<file path="src/rtl/io_oa_precess.sv">
// rtl/io_oa_precess.sv - G-15 input-side OA character precession register
//
// Purpose:
//   Takes one character at a time from the input device and holds it in
//   the four-bit OA register (OA1..OA4). At the next word marker (T0) it
//   precesses the character through OA, OA4 first, under the OG gate. A
//   digit takes four OG cycles on OA4. A sign/terminator takes one OG
//   cycle, with OF3 high, and is read on OA1.
//
// Ports:
//   CLOCK      in   bit-time clock, one drum bit per cycle
//   rst        in   synchronous active-high reset
//   T0         in   word-time marker, one cycle per 29-cycle word
//   IN         in   input mode; low aborts and holds the block idle
//   CH_VALID   in   device presents a character
//   CH_SIGN    in   character is a sign/terminator rather than a digit
//   CH_DATA    in   digit value; bit 0 carries the sign bit for a sign
//   CH_READY   out  block can accept a character this cycle
//   OA1..OA4   out  OA register bits
//   OG         out  precession gate, high on each shift cycle
//   OF3        out  1-bit-precession flag, high with OG for a sign
//   DIGITS     out  digits precessed since the last sign, saturating at 7
//   DIGIT_OVF  out  sticky: a digit was accepted while DIGITS == 7

module io_oa_precess (
  input  logic       CLOCK,
  input  logic       rst,
  input  logic       T0,
  input  logic       IN,
  input  logic       CH_VALID,
  input  logic       CH_SIGN,
  input  logic [3:0] CH_DATA,
  output logic       CH_READY,
  output logic       OA1,
  output logic       OA2,
  output logic       OA3,
  output logic       OA4,
  output logic       OG,
  output logic       OF3,
  output logic [2:0] DIGITS,
  output logic       DIGIT_OVF
);

  typedef enum logic [1:0] {
    IDLE   = 2'd0,
    LOADED = 2'd1,
    SHIFT  = 2'd2
  } state_t;

  state_t     state;
  logic [3:0] oa;        // oa[3] = OA4 ... oa[0] = OA1
  logic [1:0] shift_cnt; // remaining shift edges after the current one
  logic       kind_sign; // 1 = sign/terminator, 0 = digit
  logic       og_q;
  logic       of3_q;
  logic [2:0] digits_q;
  logic       ovf_q;

  assign CH_READY  = (state == IDLE) & IN;
  assign OA4       = oa[3];
  assign OA3       = oa[2];
  assign OA2       = oa[1];
  assign OA1       = oa[0];
  assign OG        = og_q;
  assign OF3       = of3_q;
  assign DIGITS    = digits_q;
  assign DIGIT_OVF = ovf_q;

  // OG and OF3 are kept as flops that change together with the state, so
  // they are high exactly while the state is SHIFT and never glitch.
  always_ff @(posedge CLOCK) begin
    if (rst) begin
      state     <= IDLE;
      oa        <= 4'b0000;
      shift_cnt <= 2'd0;
      kind_sign <= 1'b0;
      og_q      <= 1'b0;
      of3_q     <= 1'b0;
      digits_q  <= 3'd0;
      ovf_q     <= 1'b0;
    end else if (!IN) begin
      // Abort: drop any held character; digit bookkeeping survives.
      state <= IDLE;
      oa    <= 4'b0000;
      og_q  <= 1'b0;
      of3_q <= 1'b0;
    end else begin
      case (state)
        IDLE: begin
          // IN is known high here, so CH_READY is asserted.
          if (CH_VALID) begin
            state     <= LOADED;
            kind_sign <= CH_SIGN;
            if (CH_SIGN) begin
              oa <= {3'b000, CH_DATA[0]};
            end else begin
              oa <= CH_DATA;
              if (digits_q == 3'd7) begin
                ovf_q <= 1'b1;
              end
            end
          end
        end

        LOADED: begin
          // A T0 seen in the accept cycle was sampled while still IDLE, so
          // only a later T0 can start the precession.
          if (T0) begin
            state     <= SHIFT;
            shift_cnt <= kind_sign ? 2'd0 : 2'd3;
            og_q      <= 1'b1;
            of3_q     <= kind_sign;
          end
        end

        SHIFT: begin
          oa <= {oa[2:0], 1'b0};
          if (shift_cnt == 2'd0) begin
            state <= IDLE;
            og_q  <= 1'b0;
            of3_q <= 1'b0;
            if (kind_sign) begin
              digits_q <= 3'd0;
              ovf_q    <= 1'b0;
            end else if (digits_q != 3'd7) begin
              digits_q <= digits_q + 3'd1;
            end
          end else begin
            shift_cnt <= shift_cnt - 2'd1;
          end
        end

        default: begin
          state <= IDLE;
        end
      endcase
    end
  end

endmodule

</file>
<file path="config.mk">
export PLATFORM = sky130hd
export DESIGN_NAME = io_oa_precess
export DESIGN_NICKNAME = d
export VERILOG_FILES = /design/src/rtl/io_oa_precess.sv
export SDC_FILE = /design/constraint.sdc
export NUM_CORES = 1
export LEC_CHECK = 0
export BUFFER_PORTS_ARGS = -buffer_cell sky130_fd_sc_hd__buf_2
export CAP_MARGIN = 20
export CORE_MARGIN = 5
export CORE_UTILIZATION = 50
export DETAILED_ROUTE_END_ITERATION = 6
export GPL_TIMING_DRIVEN = 1
export MAX_ROUTING_LAYER = met4
export PLACE_DENSITY = 0.76
export SYNTH_ARGS = -nofsm -noshare
export SYNTH_HDL_FRONTEND = slang
export SYNTH_SLANG_ARGS = --single-unit
</file>
<file path="constraint.sdc">
create_clock -name CLOCK -period 1.78 [get_ports CLOCK]
set_input_delay 0.445 -clock CLOCK [delete_from_list [all_inputs] [get_ports CLOCK]]
set_output_delay 0.445 -clock CLOCK [all_outputs]
set_load 0.01 [all_outputs]
</file>
Yosys cells after proc, flatten, opt, wreduce, memory -nomap -nowiden
Index checks and enable logic that the tools add are counted.
{ "classes": {"bitwise_logic": 2, "n_reduce_logical": 13, "n_eq_ne": 11, "n_addsub": 2, "mux": 24} }
{ "ops": {"columns": ["operator", "count"], "rows": [
  ["two-way mux 2 bit", 6],
  ["inequality test 2 bit, second input constant", 6],
  ["AND reduction 3 bit", 3],
  ["two-way mux 1 bit", 8],
  ["two-way mux 4 bit", 2],
  ["case mux 4 bit (2 select lines)", 1],
  ["AND reduction 4 bit", 2],
  ["AND reduction 7 bit", 1],
  ["two-way mux 3 bit", 2],
  ["case mux 1 bit (2 select lines)", 3],
  ["case mux 2 bit (3 select lines)", 1],
  ["nonzero test 2 bit", 3],
  ["logical NOT 2 bit", 2],
  ["case mux 2 bit (2 select lines)", 1],
  ["adder 3 x 1 -> 3 bit, second input constant", 1],
  ["== test 3 bit, second input constant", 1],
  ["inequality test 3 bit, second input constant", 1],
  ["== test 2 x 1 -> 1 bit, second input constant", 1],
  ["== test 2 bit, second input constant", 1],
  ["inequality test 2 x 1 -> 1 bit, second input constant", 1],
  ["AND reduction 2 bit", 1],
  ["OR reduction 2 bit", 1],
  ["subtractor 2 x 1 -> 2 bit, second input constant", 1],
  ["AND 1 bit", 1],
  ["NOT 1 bit", 1]
]} }
{ "word_totals": {"wordCells": 60, "in_bits": 10, "reg_bits": 15, "output_inout_bits": 11} }

Logic depth before layout (Yosys ltp)
Gate-level depths: netlist (run 1).
{ "logic_depth": {"word_depth": 5, "mapped_depth": 5, "mapped_depth_nobuf": 5} }

Worst setup path before layout (run 1)
No wires, ideal clock.
{ "synth_timing": {"path_kind": "reg-to-reg", "startpoint": "register digits_q[0], in the netlist DIGITS[0]", "endpoint": "register digits_q[2], in the netlist DIGITS[2]", "arrival_time_ns": 1.357, "setup_ns": 0.070, "path_buffers": 0, "required_time_ns": 1.710, "synth_period_minus_slack_ns": 1.427, "path_slack_ns": 0.353, "path_stages_with_launch": 5, "cell_sequence": "dfxtp_1 > ha_1 > ha_1 > or4b_1 > a21oi_1"} }
{ "synth_between": {"elab_chain_cells": 3, "word_cells_on_any_way": 6, "classes_between": "add/sub (1); eq/ne (1); mux (2); reduce/logical (2)"} }
{ "synth_rtl": {"columns": ["element", "line", "text"], "rows": [
  ["start, declared", "56", "logic [2:0] digits_q;"],
  ["start signal, assigned", "126", "digits_q <= digits_q + 3'd1;"],
  ["adder 3 x 1 -> 3 bit / inequality test 3 bit (equally long branches)", "126, 125", null],
  ["two-way mux 3 bit / nonzero test 2 bit (equally long branches)", null, null],
  ["two-way mux 3 bit / AND reduction 4 bit (equally long branches)", null, null]
]} }
Parallel ways exist; a longest one is shown, timed or not. The select of a mux whose other input is x is not followed.
A chain may end at the register's enable or synchronous reset.

Worst setup path in the final report (run 1)
{ "layout_timing": {"startpoint": "register shift_cnt[0]", "endpoint": "register digits_q[1], in the netlist DIGITS[1]"} }
{ "layout_between": {"elab_chain_cells": 2} }
{ "layout_rtl": {"columns": ["element", "line", "text"], "rows": [
  ["start, declared", "52", "logic [1:0] shift_cnt;"],
  ["start signal, assigned", "110", "shift_cnt <= kind_sign ? 2'd0 : 2'd3;"],
  ["start signal, assigned", "129", "shift_cnt <= shift_cnt - 2'd1;"],
  ["logical NOT 2 bit", "118", "if (shift_cnt == 2'd0) begin"],
  ["AND reduction 4 bit (no line)", null, null]
]} }
No other way between the ends.

==> impl_summary.log, run 1 <==
[metrics] most instantiated cells after synthesis: sky130_fd_sc_hd__dfxtp_1, sky130_fd_sc_hd__a21oi_1, sky130_fd_sc_hd__nand2b_1, sky130_fd_sc_hd__nor2_1, sky130_fd_sc_hd__nor2b_1
[metrics] cell types occupying the most area after synthesis: sky130_fd_sc_hd__dfxtp_1, sky130_fd_sc_hd__a21oi_1, sky130_fd_sc_hd__o221a_2
[metrics] maximum clock frequency: 642.3 MHz
[metrics] slew at the pin closest to its max-slew limit: 0.3763 ns
[metrics] netlist area before placement: 815.8 um^2
[metrics] worst supply voltage drop on vdd: 347.5 uV
[metrics] kind of cell with the highest combined delay on the critical path: simple AND/OR/NAND/NOR gates
[metrics] number of cells on the worst hold path: 2
[metrics] die outline width: 50.39 um
[metrics] aggregate global-route resource usage: 0.1562
[metrics] initial antenna violation count: 0
[metrics] Placed Instances: 125
[metrics] critical path start-end classification: reg -> reg
[metrics] global route overflow: 0
[metrics] initial core utilization: 0.5353
[metrics] number of instances in the synthesized netlist: 92
[metrics] final net count: 127
[metrics] synthesized netlist net count: 105
[metrics] hold-fix buffer count after cts: 0
[metrics] die outline height: 50.39 um
[metrics] Final Max Slew Viols: 0
[metrics] H-tree lvl count: 1
[metrics] largest buffer count on any clock path: 2
[metrics] min setup slack post-route: 0.2232 ns
[metrics] largest net degree at the start of global routing: 13
[metrics] Core Footprint: 1524 um^2
[metrics] path type of the worst min-delay path: in -> reg
[metrics] maximum capacitance violations: 0
[metrics] Main synth FF type: sky130_fd_sc_hd__dfxtp_1
[metrics] wire length of the first global-routing pass: 3029 um
[metrics] number of cells on the critical path: 5
[metrics] average instance area after synthesis: 8.867 um^2
[metrics] critical register-to-register path startpoint: shift_cnt[0]
[metrics] via count of the first global-routing pass: 728
[metrics] sequential area share after synthesis: 0.3681
[metrics] final antenna diode count: 0
[metrics] number of iterations in the first detailed-routing pass: 4
[metrics] leak pwr: 0.4337 nW
[metrics] Worst Reg2Reg Path Length in Cells: 5
[metrics] portion of synthesized cell area occupied by the leading cell type: 0.3681
[metrics] detailed router's first-iteration violation count: 12
[metrics] TritonCTS Buffers: 3
[metrics] multi-input combinational cell area: 476.7 um^2
[metrics] final routed DRC violation total: 0
[metrics] library cell occupying the most area in the post-synthesis netlist: sky130_fd_sc_hd__dfxtp_1
[metrics] endpoint arrival time on the critical path: 1.78 ns
[metrics] post-placement cell area: 930.9 um^2
[metrics] dominant cell by count in the synthesized netlist: sky130_fd_sc_hd__dfxtp_1
[metrics] clock-pin transition on the worst setup and hold timing paths: 0.10 ns
[metrics] Post-synth EDFFs: 0
[metrics] routed wire length per instance: 14.12 um
[metrics] launching element type of the critical path: flip-flop
[metrics] count of yosys warnings during synthesis: 0
[metrics] Die ar.: 2539 um^2
[metrics] worst hold slack: 0.4308 ns
[metrics] final total power: 0.6313 mW
[metrics] largest fanout on the critical path: 6
[metrics] run status: completed
[metrics] worst clock skew: 0.01161 ns
[metrics] count of port buffers added during placement: 20
[metrics] flip-flop and latch count after synthesis: 15
[metrics] Buffers & Inverters on Critical Path: 1
[metrics] Util after Layout: 0.6289
[metrics] FFs w/ async S/R, synth: 0
[metrics] post-CTS setup buffers: 0
[metrics] Resize count post-CTS: 0
[metrics] final estimated routing congestion in global placement: 0.7936
[metrics] per-cell via count in the routed design: 5.837
[metrics] RR Endpoint: DIGITS[1]
[metrics] non-filler instance count after layout: 129
[metrics] Clock Sink Count: 15
[metrics] final HPWL from detailed placement: 1336 um
[metrics] total wire length: 1821 um
[metrics] Rows: 14
[metrics] antenna-violating nets left: 0
[metrics] setup slack after placement: 0.2546 ns
[metrics] shortest period the worst path allows: 1.557 ns
[metrics] synthesis-to-finish area growth: 17.48%
[metrics] unrepaired setup endpoints after global routing: no
[metrics] TritonCTS clock tree: done
[metrics] Layout Cell Area excl Fill: 958.4 um^2
[metrics] fillcell total: 143
[metrics] cell-by-cell trace of the critical path: inv_1, ha_1, nand4b_2, or4b_1, a21oi_1
[metrics] period utilization: 0.8746
[metrics] setup slack of the worst register-to-register path: 0.22 ns
[metrics] remaining max-slew budget at the tightest pin: 0.7488
[metrics] number of failing hold endpoints at the final stage: 0
[metrics] sequential standard cell area: 300.3 um^2
[metrics] startpoint of the most critical hold path: rst
[metrics] TNS Setup: 0 ns
[metrics] proportion of layout cells with a drive suffix above 1: 0.2743
[metrics] via count of the routed design: 753
[metrics] endpoint kind of the worst setup timing path: flip-flop
[metrics] worst skew pair latency: 0.29 ns
[metrics] max incr delay on CP: 0.52 ns
[metrics] Slowest cell on crit path: sky130_fd_sc_hd__or4b_1
[metrics] Root Driver: sky130_fd_sc_hd__clkbuf_4
[metrics] I/O pin count: 21
[metrics] Final setup violation count: 0
[metrics] areal power density over the cells: 658.7 nW/um^2
[metrics] Netlist cell types: 31
[metrics] end point of the most critical hold path: kind_sign
[metrics] critical path data required time: 2.00 ns
## how the worst max path moves through the flow
stage	slack, ns	start	end
6_report	0.22	shift_cnt[0]	DIGITS[1]
5_1_grt	0.12	shift_cnt[0]	DIGITS[1]
4_1_cts	0.22	shift_cnt[0]	DIGITS[1]
3_5_place_dp	0.25	shift_cnt[0]	DIGITS[1]
3_3_place_gp	0.30	IN	DIGITS[1]
2_1_floorplan	0.35	DIGITS[0]	DIGITS[2]
## cell families after synthesis
| group | count (synthesis) | synth area share |
|---|---|---|
| multiplexers | 1 | 0.01227 |
| AO/OA/AOI/OAI | 27 | 0.2362 |
| adder cells (fa/ha/maj) | 3 | 0.04602 |
| AND/OR/NAND/NOR | 36 | 0.2899 |
| flip-flops | 15 | 0.3681 |
| buffers and inverters | 10 | 0.04754 |
## placed cells by master, fill, tap and decap left out, drive strengths merged
master	Yosys	routed
buf	1	22
dfxtp	15	15
a21oi	9	9
nand2b	6	6
nor2	6	6
nor2b	6	6
inv	5	5
o21ai	4	4
o221a	4	4
nand2	3	3
nand3	3	3
a31oi	3	3
ha	3	3
clkbuf	4	3
or4b	2	2
nand4bb	2	2
and3b	2	2
nand4b	2	2
o2111a	1	1
a2bb2oi	1	1
or4	1	1
nor3	1	1
nor4	1	1
nor4bb	1	1
mux2i	1	1
a22o	1	1
a221oi	1	1
a211oi	1	1
o22a	1	1
a221o	1	1
clkinv	0	1
## registers in the layout, summed over array words and instances, names as in the netlist
name / cells
oa: 4
DIGITS: 3
shift_cnt: 2
state: 2
DIGIT_OVF: 1
OF3: 1
OG: 1
kind_sign: 1
## worst reg2reg max path, stage by stage, from the launching register on
cell                       delay [ns]
sky130_fd_sc_hd__dfxtp_1         0.31
sky130_fd_sc_hd__inv_1           0.08
sky130_fd_sc_hd__ha_1            0.26
sky130_fd_sc_hd__nand4b_2        0.18
sky130_fd_sc_hd__or4b_1          0.52
sky130_fd_sc_hd__a21oi_1         0.14
## report_power, final
part	internal [mW]	total, mW	switching (mW)	leakage [nW]
registers	0.344	0.353	0.00953	0.122
clock network	0.0835	0.202	0.119	0.0177
logic	0.0356	0.0760	0.0404	0.294
total	0.463	0.631	0.168	0.434
## area by class of cell
type	instances	area share
Sequential cell	15	0.3133
Inverter	5	0.01958
Timing Repair Buffer	22	0.1201
Multi-Input combinational cell	67	0.4974
Clock buffer	3	0.02350
Tap cell	16	0.02089
Clock inverter	1	0.005222
## metal layers
layer  vias to the layer above  track usage  wire, um
li1                        384            -         -
met1                       350       0.1835       836
met2                        17       0.2490       894
met3                         2      0.02959        81
met4                         0      0.08511        10
met5                         -            -         0
(Power assumes the default switching activity.)
==> run 2, diff against run 1 <==
--- a/config.mk
+++ b/config.mk
@@ -12,7 +12,7 @@
 export DETAILED_ROUTE_END_ITERATION = 6
 export GPL_TIMING_DRIVEN = 1
 export MAX_ROUTING_LAYER = met4
-export PLACE_DENSITY = 0.76
+export PLACE_DENSITY_LB_ADDON = 0.05
 export SYNTH_ARGS = -nofsm -noshare
 export SYNTH_HDL_FRONTEND = slang
 export SYNTH_SLANG_ARGS = --single-unit
==> impl_summary.log, run 2 (same netlist as run 1, synthesis figures left out) <==
[metrics] wire length of the first global-routing pass: 3022 um (-0.23%)
[metrics] via count of the first global-routing pass: 665 (-8.7%)
[metrics] leak pwr: 0.4310 nW (-0.63%)
[metrics] initial core utilization: 0.5353 (unchanged)
[metrics] die outline width: 50.39 um (unchanged)
[metrics] Die ar.: 2539 um^2 (unchanged)
[metrics] critical path start-end classification: reg -> out
[metrics] per-cell via count in the routed design: 5.798 (-0.66%)
[metrics] worst supply voltage drop on vdd: 470.0 uV (+35%)
[metrics] slew at the pin closest to its max-slew limit: 0.3912 ns (+0.01491 ns)
[metrics] clock-pin transition on the worst setup and hold timing paths: 0.09 ns (about the same)
[metrics] final estimated routing congestion in global placement: 0.7688 (-3.1%)
[metrics] shortest period the worst path allows: 1.649 ns (+0.09209 ns)
[metrics] Clock Sink Count: 15 (unchanged)
[metrics] final HPWL from detailed placement: 1316 um (-1.5%)
[metrics] run status: completed
[metrics] Util after Layout: 0.6281 (-0.0008210)
[metrics] final net count: 127 (unchanged)
[metrics] final total power: 0.6208 mW (-1.7%)
[metrics] I/O pin count: 21 (unchanged)
[metrics] Final Max Slew Viols: 0 (unchanged)
[metrics] Final setup violation count: 0 (unchanged)
[metrics] critical path data required time: 1.33 ns (-0.67 ns)
[metrics] period utilization: 0.9263 (+0.05173)
[metrics] antenna-violating nets left: 0 (unchanged)
[metrics] largest net degree at the start of global routing: 14 (+1)
[metrics] post-placement cell area: 930.9 um^2 (unchanged)
[metrics] number of failing hold endpoints at the final stage: 0 (unchanged)
[metrics] Resize count post-CTS: 0 (unchanged)
[metrics] number of iterations in the first detailed-routing pass: 4 (unchanged)
[metrics] TritonCTS clock tree: done
[metrics] path type of the worst min-delay path: in -> reg
[metrics] Layout Cell Area excl Fill: 957.2 um^2 (-0.13%)
[metrics] maximum clock frequency: 606.5 MHz (-5.6%)
[metrics] endpoint arrival time on the critical path: 1.20 ns (-0.58 ns)
[metrics] TNS Setup: 0 ns (unchanged)
[metrics] proportion of layout cells with a drive suffix above 1: 0.2655 (-0.008850)
[metrics] Slowest cell on crit path: sky130_fd_sc_hd__dfxtp_1
[metrics] global route overflow: 0 (unchanged)
[metrics] register with the most flip-flops: oa
[metrics] min setup slack post-route: 0.1311 ns (-0.09209 ns)
[metrics] H-tree lvl count: 1 (unchanged)
[metrics] TritonCTS Buffers: 3 (unchanged)
[metrics] most used cells in the layout excluding fill and tap cells: sky130_fd_sc_hd__buf_2, sky130_fd_sc_hd__dfxtp_1, sky130_fd_sc_hd__a21oi_1
[metrics] flip-flop count of the largest register after layout: 4 (unchanged)
[metrics] areal power density over the cells: 648.6 nW/um^2 (-1.5%)
[metrics] synthesis-to-finish area growth: 17.33%
[metrics] routed wire length per instance: 14.04 um (-0.55%)
[metrics] kind of cell with the highest combined delay on the critical path: flip-flops
[metrics] aggregate global-route resource usage: 0.1547 (-0.001533)
[metrics] setup slack after placement: 0.2701 ns (+0.01543 ns)
[metrics] die outline height: 50.39 um (unchanged)
[metrics] initial antenna violation count: 0 (unchanged)
[metrics] post-CTS setup buffers: 0 (unchanged)
[metrics] total wire length: 1811 um (-0.55%)
[metrics] largest fanout on the critical path: 13 (+7)
[metrics] Buffers & Inverters on Critical Path: 1 (unchanged)
[metrics] final antenna diode count: 0 (unchanged)
[metrics] launching element type of the critical path: flip-flop
[metrics] Root Driver: sky130_fd_sc_hd__clkbuf_4
[metrics] Core Footprint: 1524 um^2 (unchanged)
[metrics] max incr delay on CP: 0.56 ns (+0.04 ns)
[metrics] unrepaired setup endpoints after global routing: no
[metrics] endpoint kind of the worst setup timing path: primary output
[metrics] cell-by-cell trace of the critical path: nand2b_1, nor2_1, buf_2
[metrics] via count of the routed design: 748 (-0.66%)
[metrics] worst skew pair latency: 0.28 ns (about the same)
[metrics] detailed router's first-iteration violation count: 22 (+10)
[metrics] count of port buffers added during placement: 20 (unchanged)
[metrics] maximum capacitance violations: 0 (unchanged)
[metrics] fillcell total: 148 (+3.5%)
[metrics] commonest non-fill, non-tap cell in the layout: sky130_fd_sc_hd__buf_2
[metrics] worst clock skew: 0.005081 ns (-0.006527 ns)
[metrics] Rows: 14 (unchanged)
[metrics] hold-fix buffer count after cts: 0 (unchanged)
[metrics] remaining max-slew budget at the tightest pin: 0.7388 (-0.009955)
[metrics] final routed DRC violation total: 0 (unchanged)
[metrics] largest buffer count on any clock path: 2 (unchanged)
-- run 2: area by class of cell --
cell class,instances,area [um^2],area share
clock buffer,4,26.28,0.02745
tap,16,20.02,0.02092
sequential,15,300.3,0.3137
inverter,5,18.77,0.01961
timing repair buffer,22,115.1,0.1203
multi-input combinational,67,476.7,0.4980
-- run 2: final timing paths --
path                startpoint      endpoint  slack, ns  depth (start not counted)
setup / recovery      state[0]      CH_READY       0.13                          3
hold / removal             rst  shift_cnt[1]       0.43                          2
setup reg to reg  shift_cnt[0]     DIGITS[1]       0.25                          5
hold reg to reg   shift_cnt[1]  shift_cnt[1]       0.47                          2
-- run 2: per-stage QoR --
step           hold slack [ns]  std cells
6_report                0.4320        129
5_1_grt                 0.4196        129
4_1_cts                 0.4230        129
3_5_place_dp            0.4570        125
3_3_place_gp            0.4546        125
2_1_floorplan           0.4435         92
-- run 2: per-layer routing --
layer  GRT usage  share of wire  up-vias
li1            -              -      387
met2      0.2176           0.43       15
met1      0.2093           0.51      342
met4     0.03830          0.010        0
met5           -              0        -
met3     0.05621          0.050        4
-- run 2: power by group --
part / switching [mW] / internal, mW
clock: 0.105 / 0.0871
combinational: 0.0389 / 0.0355
sequential: 0.0109 / 0.344
total: 0.155 / 0.466
